$ cat src/rtl/mac_sequencer_if.sv
// mac_sequencer_if: operand, multiplier and result signals of the MAC
// sequencer.
//
// Handshake rule for both channels (in_* and out_*): a transfer happens on a
// rising clk edge where valid && ready are both 1. The valid side holds its
// payload stable until that edge. ready may depend on state and enable but
// never on valid.
//
// mul_a/mul_b/mul_p connect to the external combinational 4x4 multiplier.
// The sequencer drives mul_a/mul_b. The multiplier drives mul_p.
interface mac_sequencer_if #(
  parameter int ACC_W = 16
);
  logic             in_valid;
  logic             in_ready;
  logic [3:0]       in_a;
  logic [3:0]       in_b;
  logic             in_last;
  logic [3:0]       mul_a;
  logic [3:0]       mul_b;
  logic [7:0]       mul_p;
  logic             out_valid;
  logic             out_ready;
  logic [ACC_W-1:0] out_acc;
  logic [7:0]       out_count;
  logic             ovf;

  // Sequencer side.
  modport slave (
    input  in_valid, in_a, in_b, in_last, mul_p, out_ready,
    output in_ready, mul_a, mul_b, out_valid, out_acc, out_count, ovf
  );

  // Environment side: operand source, multiplier and result sink.
  modport master (
    output in_valid, in_a, in_b, in_last, mul_p, out_ready,
    input  in_ready, mul_a, mul_b, out_valid, out_acc, out_count, ovf
  );
endinterface

$ cat src/rtl/mac_sequencer.sv
// mac_sequencer: sequential multiply-accumulate controller around an
// external combinational 4x4 multiplier.
//
// Flow:
// - IDLE accepts an operand pair and registers it onto mul_a/mul_b.
// - MUL samples the settled product.
// - ACC adds the product into the accumulator.
// - DONE holds the finished group result until it is consumed.
//
// The operand pair is marked last with in_last. A pair without in_last
// returns to IDLE after ACC. A pair with in_last goes on to DONE.
//
// Build option: define MAC_SAT_EN to make the accumulator saturate at
// 2^ACC_W-1 instead of wrapping. The ovf flag is set on any carry-out in
// both builds.
//
// ACC_W legal range: 8..24.
module mac_sequencer #(
  parameter int ACC_W = 16
) (
  input  logic                clk,
  input  logic                rst_n,
  input  logic                ena,
  mac_sequencer_if.slave      bus,
  output logic [1:0]          state_dbg
);

  localparam logic [1:0] IDLE = 2'd0;
  localparam logic [1:0] MUL  = 2'd1;
  localparam logic [1:0] ACC  = 2'd2;
  localparam logic [1:0] DONE = 2'd3;

  logic [1:0]       state;
  logic [3:0]       mul_a_q;
  logic [3:0]       mul_b_q;
  logic [7:0]       prod_q;
  logic             last_q;
  logic [ACC_W-1:0] acc;
  logic [7:0]       cnt;
  logic             ovf_q;

  logic             accept;
  logic             consume;
  logic [ACC_W:0]   prod_ext;
  logic [ACC_W:0]   sum;
  logic [ACC_W-1:0] acc_next;

  // Handshake outputs are gated by ena so no transfer can complete while
  // frozen.
  assign bus.in_ready  = ena && (state == IDLE);
  assign bus.out_valid = ena && (state == DONE);
  assign accept        = bus.in_valid && bus.in_ready;
  assign consume       = bus.out_valid && bus.out_ready;

  assign bus.mul_a     = mul_a_q;
  assign bus.mul_b     = mul_b_q;
  assign bus.out_acc   = acc;
  assign bus.out_count = cnt;
  assign bus.ovf       = ovf_q;
  assign state_dbg     = state;

  // Zero-extended product and one-bit-wider sum; sum[ACC_W] is the carry-out.
  assign prod_ext = {{(ACC_W-7){1'b0}}, prod_q};

  // Full-width add of the registered product into the accumulator.
  always_comb begin
    sum = {1'b0, acc} + prod_ext;
  end

`ifdef MAC_SAT_EN
  // On carry-out, clamp to the maximum so that later adds stay pinned there.
  assign acc_next = sum[ACC_W] ? {ACC_W{1'b1}} : sum[ACC_W-1:0];
`else
  // Drop the carry: the accumulator wraps modulo 2^ACC_W.
  assign acc_next = sum[ACC_W-1:0];
`endif

  // Control FSM: IDLE -> MUL -> ACC -> (IDLE | DONE), DONE -> IDLE on consume.
  always_ff @(posedge clk or negedge rst_n) begin
    if (!rst_n) begin
      state <= IDLE;
    end else if (ena) begin
      case (state)
        IDLE: if (accept) state <= MUL;
        MUL:  state <= ACC;
        ACC:  state <= last_q ? DONE : IDLE;
        DONE: if (consume) state <= IDLE;
        default: state <= IDLE;
      endcase
    end
  end

  // Operand and product registers.
  // Only an accept changes mul_a/mul_b, so the multiplier inputs stay put
  // through MUL, ACC and DONE.
  always_ff @(posedge clk or negedge rst_n) begin
    if (!rst_n) begin
      mul_a_q <= 4'd0;
      mul_b_q <= 4'd0;
      last_q  <= 1'b0;
      prod_q  <= 8'd0;
    end else if (ena) begin
      if (accept) begin
        mul_a_q <= bus.in_a;
        mul_b_q <= bus.in_b;
        last_q  <= bus.in_last;
      end
      if (state == MUL) begin
        prod_q <= bus.mul_p;
      end
    end
  end

  // Accumulator, product count and sticky overflow for the current group.
  // All three are cleared when the finished result is consumed.
  always_ff @(posedge clk or negedge rst_n) begin
    if (!rst_n) begin
      acc   <= '0;
      cnt   <= 8'd0;
      ovf_q <= 1'b0;
    end else if (ena) begin
      if (state == ACC) begin
        acc <= acc_next;
        if (sum[ACC_W]) begin
          ovf_q <= 1'b1;
        end
        if (cnt != 8'hFF) begin
          cnt <= cnt + 8'd1;
        end
      end else if (consume) begin
        acc   <= '0;
        cnt   <= 8'd0;
        ovf_q <= 1'b0;
      end
    end
  end

endmodule

$ cat src/flat_wrapper.sv
// flat-port wrapper written by rule: the top's interface ports become plain ports
module mac_sequencer_flat 
#(
  parameter int ACC_W = 16
)
  (clk, rst_n, ena, state_dbg, bus_in_valid, bus_in_a, bus_in_b, bus_in_last, bus_mul_p, bus_out_ready, bus_in_ready, bus_mul_a, bus_mul_b, bus_out_valid, bus_out_acc, bus_out_count, bus_ovf);
  mac_sequencer_if #(.ACC_W(ACC_W)) bus_i ();
  input  logic clk;
  input  logic rst_n;
  input  logic ena;
  output logic [1:0] state_dbg;
  input wire logic [$bits(bus_i.in_valid)-1:0] bus_in_valid;
  input wire logic [$bits(bus_i.in_a)-1:0] bus_in_a;
  input wire logic [$bits(bus_i.in_b)-1:0] bus_in_b;
  input wire logic [$bits(bus_i.in_last)-1:0] bus_in_last;
  input wire logic [$bits(bus_i.mul_p)-1:0] bus_mul_p;
  input wire logic [$bits(bus_i.out_ready)-1:0] bus_out_ready;
  output wire logic [$bits(bus_i.in_ready)-1:0] bus_in_ready;
  output wire logic [$bits(bus_i.mul_a)-1:0] bus_mul_a;
  output wire logic [$bits(bus_i.mul_b)-1:0] bus_mul_b;
  output wire logic [$bits(bus_i.out_valid)-1:0] bus_out_valid;
  output wire logic [$bits(bus_i.out_acc)-1:0] bus_out_acc;
  output wire logic [$bits(bus_i.out_count)-1:0] bus_out_count;
  output wire logic [$bits(bus_i.ovf)-1:0] bus_ovf;
  assign bus_i.in_valid = bus_in_valid;
  assign bus_i.in_a = bus_in_a;
  assign bus_i.in_b = bus_in_b;
  assign bus_i.in_last = bus_in_last;
  assign bus_i.mul_p = bus_mul_p;
  assign bus_i.out_ready = bus_out_ready;
  assign bus_in_ready = bus_i.in_ready;
  assign bus_mul_a = bus_i.mul_a;
  assign bus_mul_b = bus_i.mul_b;
  assign bus_out_valid = bus_i.out_valid;
  assign bus_out_acc = bus_i.out_acc;
  assign bus_out_count = bus_i.out_count;
  assign bus_ovf = bus_i.ovf;
  mac_sequencer #(.ACC_W(ACC_W)) u_core (.clk(clk), .rst_n(rst_n), .ena(ena), .bus(bus_i), .state_dbg(state_dbg));
endmodule
$ cat config.mk
export PLATFORM = sky130hd
export DESIGN_NAME = mac_sequencer_flat
export DESIGN_NICKNAME = d
export VERILOG_FILES = /design/src/rtl/mac_sequencer_if.sv /design/src/rtl/mac_sequencer.sv /design/src/flat_wrapper.sv
export SDC_FILE = /design/constraint.sdc
export NUM_CORES = 1
export LEC_CHECK = 0
export CAP_MARGIN = 20
export CORE_MARGIN = 10
export CORE_UTILIZATION = 30
export CTS_CLUSTER_DIAMETER = 150
export DETAILED_ROUTE_END_ITERATION = 12
export SLEW_MARGIN = 20
export SYNTH_ARGS = -nofsm -noshare
export SYNTH_HDL_FRONTEND = slang
export SYNTH_SLANG_ARGS = --single-unit
$ cat constraint.sdc
create_clock -name clk -period 2.26 [get_ports clk]
set_input_delay 0.452 -clock clk [delete_from_list [all_inputs] [get_ports clk]]
set_output_delay 0.452 -clock clk [all_outputs]
set_load 0.03 [all_outputs]
==> summary.md <==
| Metric | Value |
|---|---|
| Status | finished clean |
| Leakage | 1.381 nW |
| Initial Utilization | 0.3051 |
| WL per Instance | 14.99 µm |
| Fraction of layout cells with a size suffix above 1 | 0.2241 |
| CTS clk-pin slew, worst paths | 0.10 ns |
| DR vias | 1927 |
| Layout area overhead | 39.20% |
| Final Hold Vio Count | 0 |
| NumNets Final | 330 |
| Reg-to-reg startpoint | u_core.prod_q[0] |
| # clock sinks | 44 |
| Startpoint Class | register |
| Worst Path Required | 2.46 ns |
| Core Rows | 32 |
| I/O pin total | 59 |
| I/O Buffers | 58 |
| TritonCTS buffer count | 5 |
| Post-cts hold buffer count | 0 |
| Register area share after synthesis | 0.4718 |
| Fmax | 479.8 MHz |
| Global-route wire length before repair | 10090 µm |
| Dpl hpwl | 4751 µm |
| R2R cell count | 8 |
| Syn Inst Count | 222 |
| Async set-reset flop share out of synthesis | 1.000 |
| Setup crit start | u_core.prod_q[0] |
| Maximum VDD drop | 0.6883 mV |
| Post-synth EDFFs | 0 |
| CP Depth | 8 |
| Total track usage | 0.1053 |
| Antenna violations before repair | 0 |
| CTS tree | built |
| Syn Nets | 254 |
| Final worst slack | 0.1757 ns |
| R2r endpoint | u_core.bus.out_acc[14] |
| CP Cell Sequence | ha_2 > inv_1 > fa_2 > nor2b_2 > o2111ai_2 > a311oi_2 > a31o_1 > a21oi_2 |
| Number of distinct library cells after synthesis | 51 |
| CTS HTree Levels | 2 |
| Inst Count DP | 393 |
| Crit path kind | reg2reg |
| Critical path arrival | 2.28 ns |
| Final routed DRC violation total | 0 |
| Most frequent cells in the layout | 55 x clkdlybuf4s50_1, 44 x dfrtp_1, 24 x nand2_1 |
| CTS root buffer | clkbuf_8 |
| Ys flop type | dfrtp_1 |
| Final period utilization | 0.9223 |
| Diode count | 0 |
| Commonest non-fill, non-tap cell in the layout | clkdlybuf4s50_1 |
| Final wirelength | 6011 µm |
| Power density over the cells | 1272 nW/µm² |
| Crit path largest cell delay | 0.39 ns |
| CTS max path bufs | 2 |
| Routed Antenna Nets | 0 |
| Placer congestion estimate | 0.8135 |
| Hold Path Class | in2async |
| Pre-Repair DR Iteration Count | 4 |
| CP endpoint | u_core.bus.out_acc[14] |
| Final count of pins violating max slew | 0 |
| #FFs+latches synth | 44 |
| Dpl ws | -0.1455 ns |
| Worst slew margin | 0.7388 |
| Area occupied by multi-input gates | 1186 µm² |
| Worst Setup End Kind | register |
| GRT Residual Overflow | 0 |
| Synthesized area | 2333 µm² |
| Fin cells | 401 |
| CP Buf/Inv Count | 1 |
| Crit path time final | 2.084 ns |
| Avg Cell Area, Syn | 10.51 µm² |
| Crit-path leading delay family | compound AO/OA/AOI/OAI gates |
| Chip Width | 108.2 µm |
| Setup violators final | 0 |
| Critical-path top delay cell | a311oi_2 |
| Number of global-route vias before repair | 2022 |
| Fillers | 741 |
| Max FO, Critical Path | 3 |
| RSZ-0062 raised after global routing | no |
| Drt via density | 4.805 |
| Worst-Margin Slew | 0.3918 ns |
| Pin count of the biggest net entering global routing | 19 |
| Maxcap violations | 0 |
| Core ar. | 7647 µm² |
| Final Skew | 0.009900 ns |
| Die height | 108.2 µm |
| Die ar. | 11710 µm² |
| Worst R2R Setup Slack | 0.18 ns |
| Warnings from Yosys | 0 |
| Clock Latency Late Sink | 0.30 ns |
| Setup TNS | 0 ns |
| Initial DRC Count | 65 |
| Seq. cell area | 1101 µm² |
==> layer usage <==
layer / global-route usage / vias up / wire length (µm) / share of wire
li1: - / 965 / - / -
met1: 0.1379 / 917 / 2808 / 0.47
met2: 0.1612 / 43 / 2742 / 0.46
met3: 0.04164 / 2 / 442 / 0.074
met4: 0.02004 / 0 / 19 / 0.0032
met5: 0 / - / 0 / 0
==> worst reg2reg max path, delay by kind of cell, from the launching register on <==
kind            cells  cell delay, ns
compound gates      4            0.84
fa+ha+maj           2            0.54
buf+inv             1            0.06
flops               1            0.37
simple gates        1            0.16
==> worst min-delay path by stage <==
stage          startpoint                     end  slack (ns)  cells past startpoint
2_1_floorplan       rst_n     u_core.bus.mul_a[0]        0.16                      0
3_3_place_gp        rst_n  u_core.bus.out_acc[12]        0.35                      1
3_5_place_dp        rst_n  u_core.bus.out_acc[12]        0.35                      1
4_1_cts             rst_n  u_core.bus.out_acc[12]        0.02                      1
5_1_grt             rst_n  u_core.bus.out_acc[12]        0.03                      1
6_report            rst_n  u_core.bus.out_acc[12]        0.01                      1
==> Yosys cell counts (all sizes together) (3+ instances only) <==
| cell | count | share of area |
|---|---|---|
| dfrtp | 44 | 0.47 |
| nand2 | 25 | 0.041 |
| mux2 | 18 | 0.087 |
| a21oi | 16 | 0.034 |
| o21ai | 11 | 0.024 |
| ha | 9 | 0.048 |
| nor2 | 9 | 0.014 |
| inv | 7 | 0.011 |
| nand3 | 6 | 0.013 |
| a21o | 5 | 0.017 |
| clkbuf | 5 | 0.0080 |
| a31oi | 4 | 0.011 |
| and3 | 4 | 0.011 |
| nor2b | 4 | 0.015 |
| o211ai | 4 | 0.013 |
| o31ai | 4 | 0.013 |
| or4 | 4 | 0.013 |
| xnor2 | 4 | 0.015 |
| and2 | 3 | 0.0080 |
| buf | 3 | 0.014 |
| nor3 | 3 | 0.0064 |
| or2 | 3 | 0.0091 |
| or3 | 3 | 0.0080 |
==> state kept, by name, indices dropped and copies added, names as in the netlist <==
name / cells
u_core.bus.mul_a: 4
u_core.bus.mul_b: 4
u_core.bus.out_count: 8
u_core.prod_q: 8
u_core.state_dbg: 2
u_core.bus.ovf: 1
u_core.bus.out_acc: 16
u_core.last_q: 1
==> area by class of cell <==
type                    instances  share of cell area
clock buffers                   5             0.02119
clock inverters                 3            0.007704
inverters                       7            0.008089
multi-input cells             163              0.3652
flip-flops and latches         44              0.3390
well taps                     102             0.03929
repair buffers                 77              0.2196
==> timing repair <==
item                                    CTS  global route
resized for setup                         0             7
setup buffers                             0             0
endpoints found under the setup margin    0             7
==> where the power goes <==
group / internal (mW) / switching (mW)
logic: 1.06 / 1.23
registers: 1.06 / 0.252
clock network: 0.226 / 0.306
total: 2.35 / 1.79
==> cells by family after synthesis <==
| family | count (synthesis) | synth area share |
|---|---|---|
| xor+xnor | 6 | 0.02252 |
| flops | 44 | 0.4719 |
| buf+inv | 15 | 0.03378 |
| fa+ha+maj | 10 | 0.05684 |
| compound gates | 58 | 0.1646 |
| simple gates | 69 | 0.1550 |
| mux | 20 | 0.09544 |
==> per-stage QoR <==
step / total power [mW] / utilization / instance area [µm²] / hold slack, ns
finish: 4.132 / 0.4247 / 3248 / 0.01392
global route: 4.451 / 0.4247 / 3248 / 0.02588
CTS: 4.131 / 0.4211 / 3221 / 0.02008
detailed placement: 3.584 / 0.4089 / 3127 / 0.3537
global placement: 3.554 / 0.4089 / 3127 / 0.3454
floorplan: 2.777 / - / 2338 / 0.1564
No activity file was read; power rests on OpenSTA's default activity.
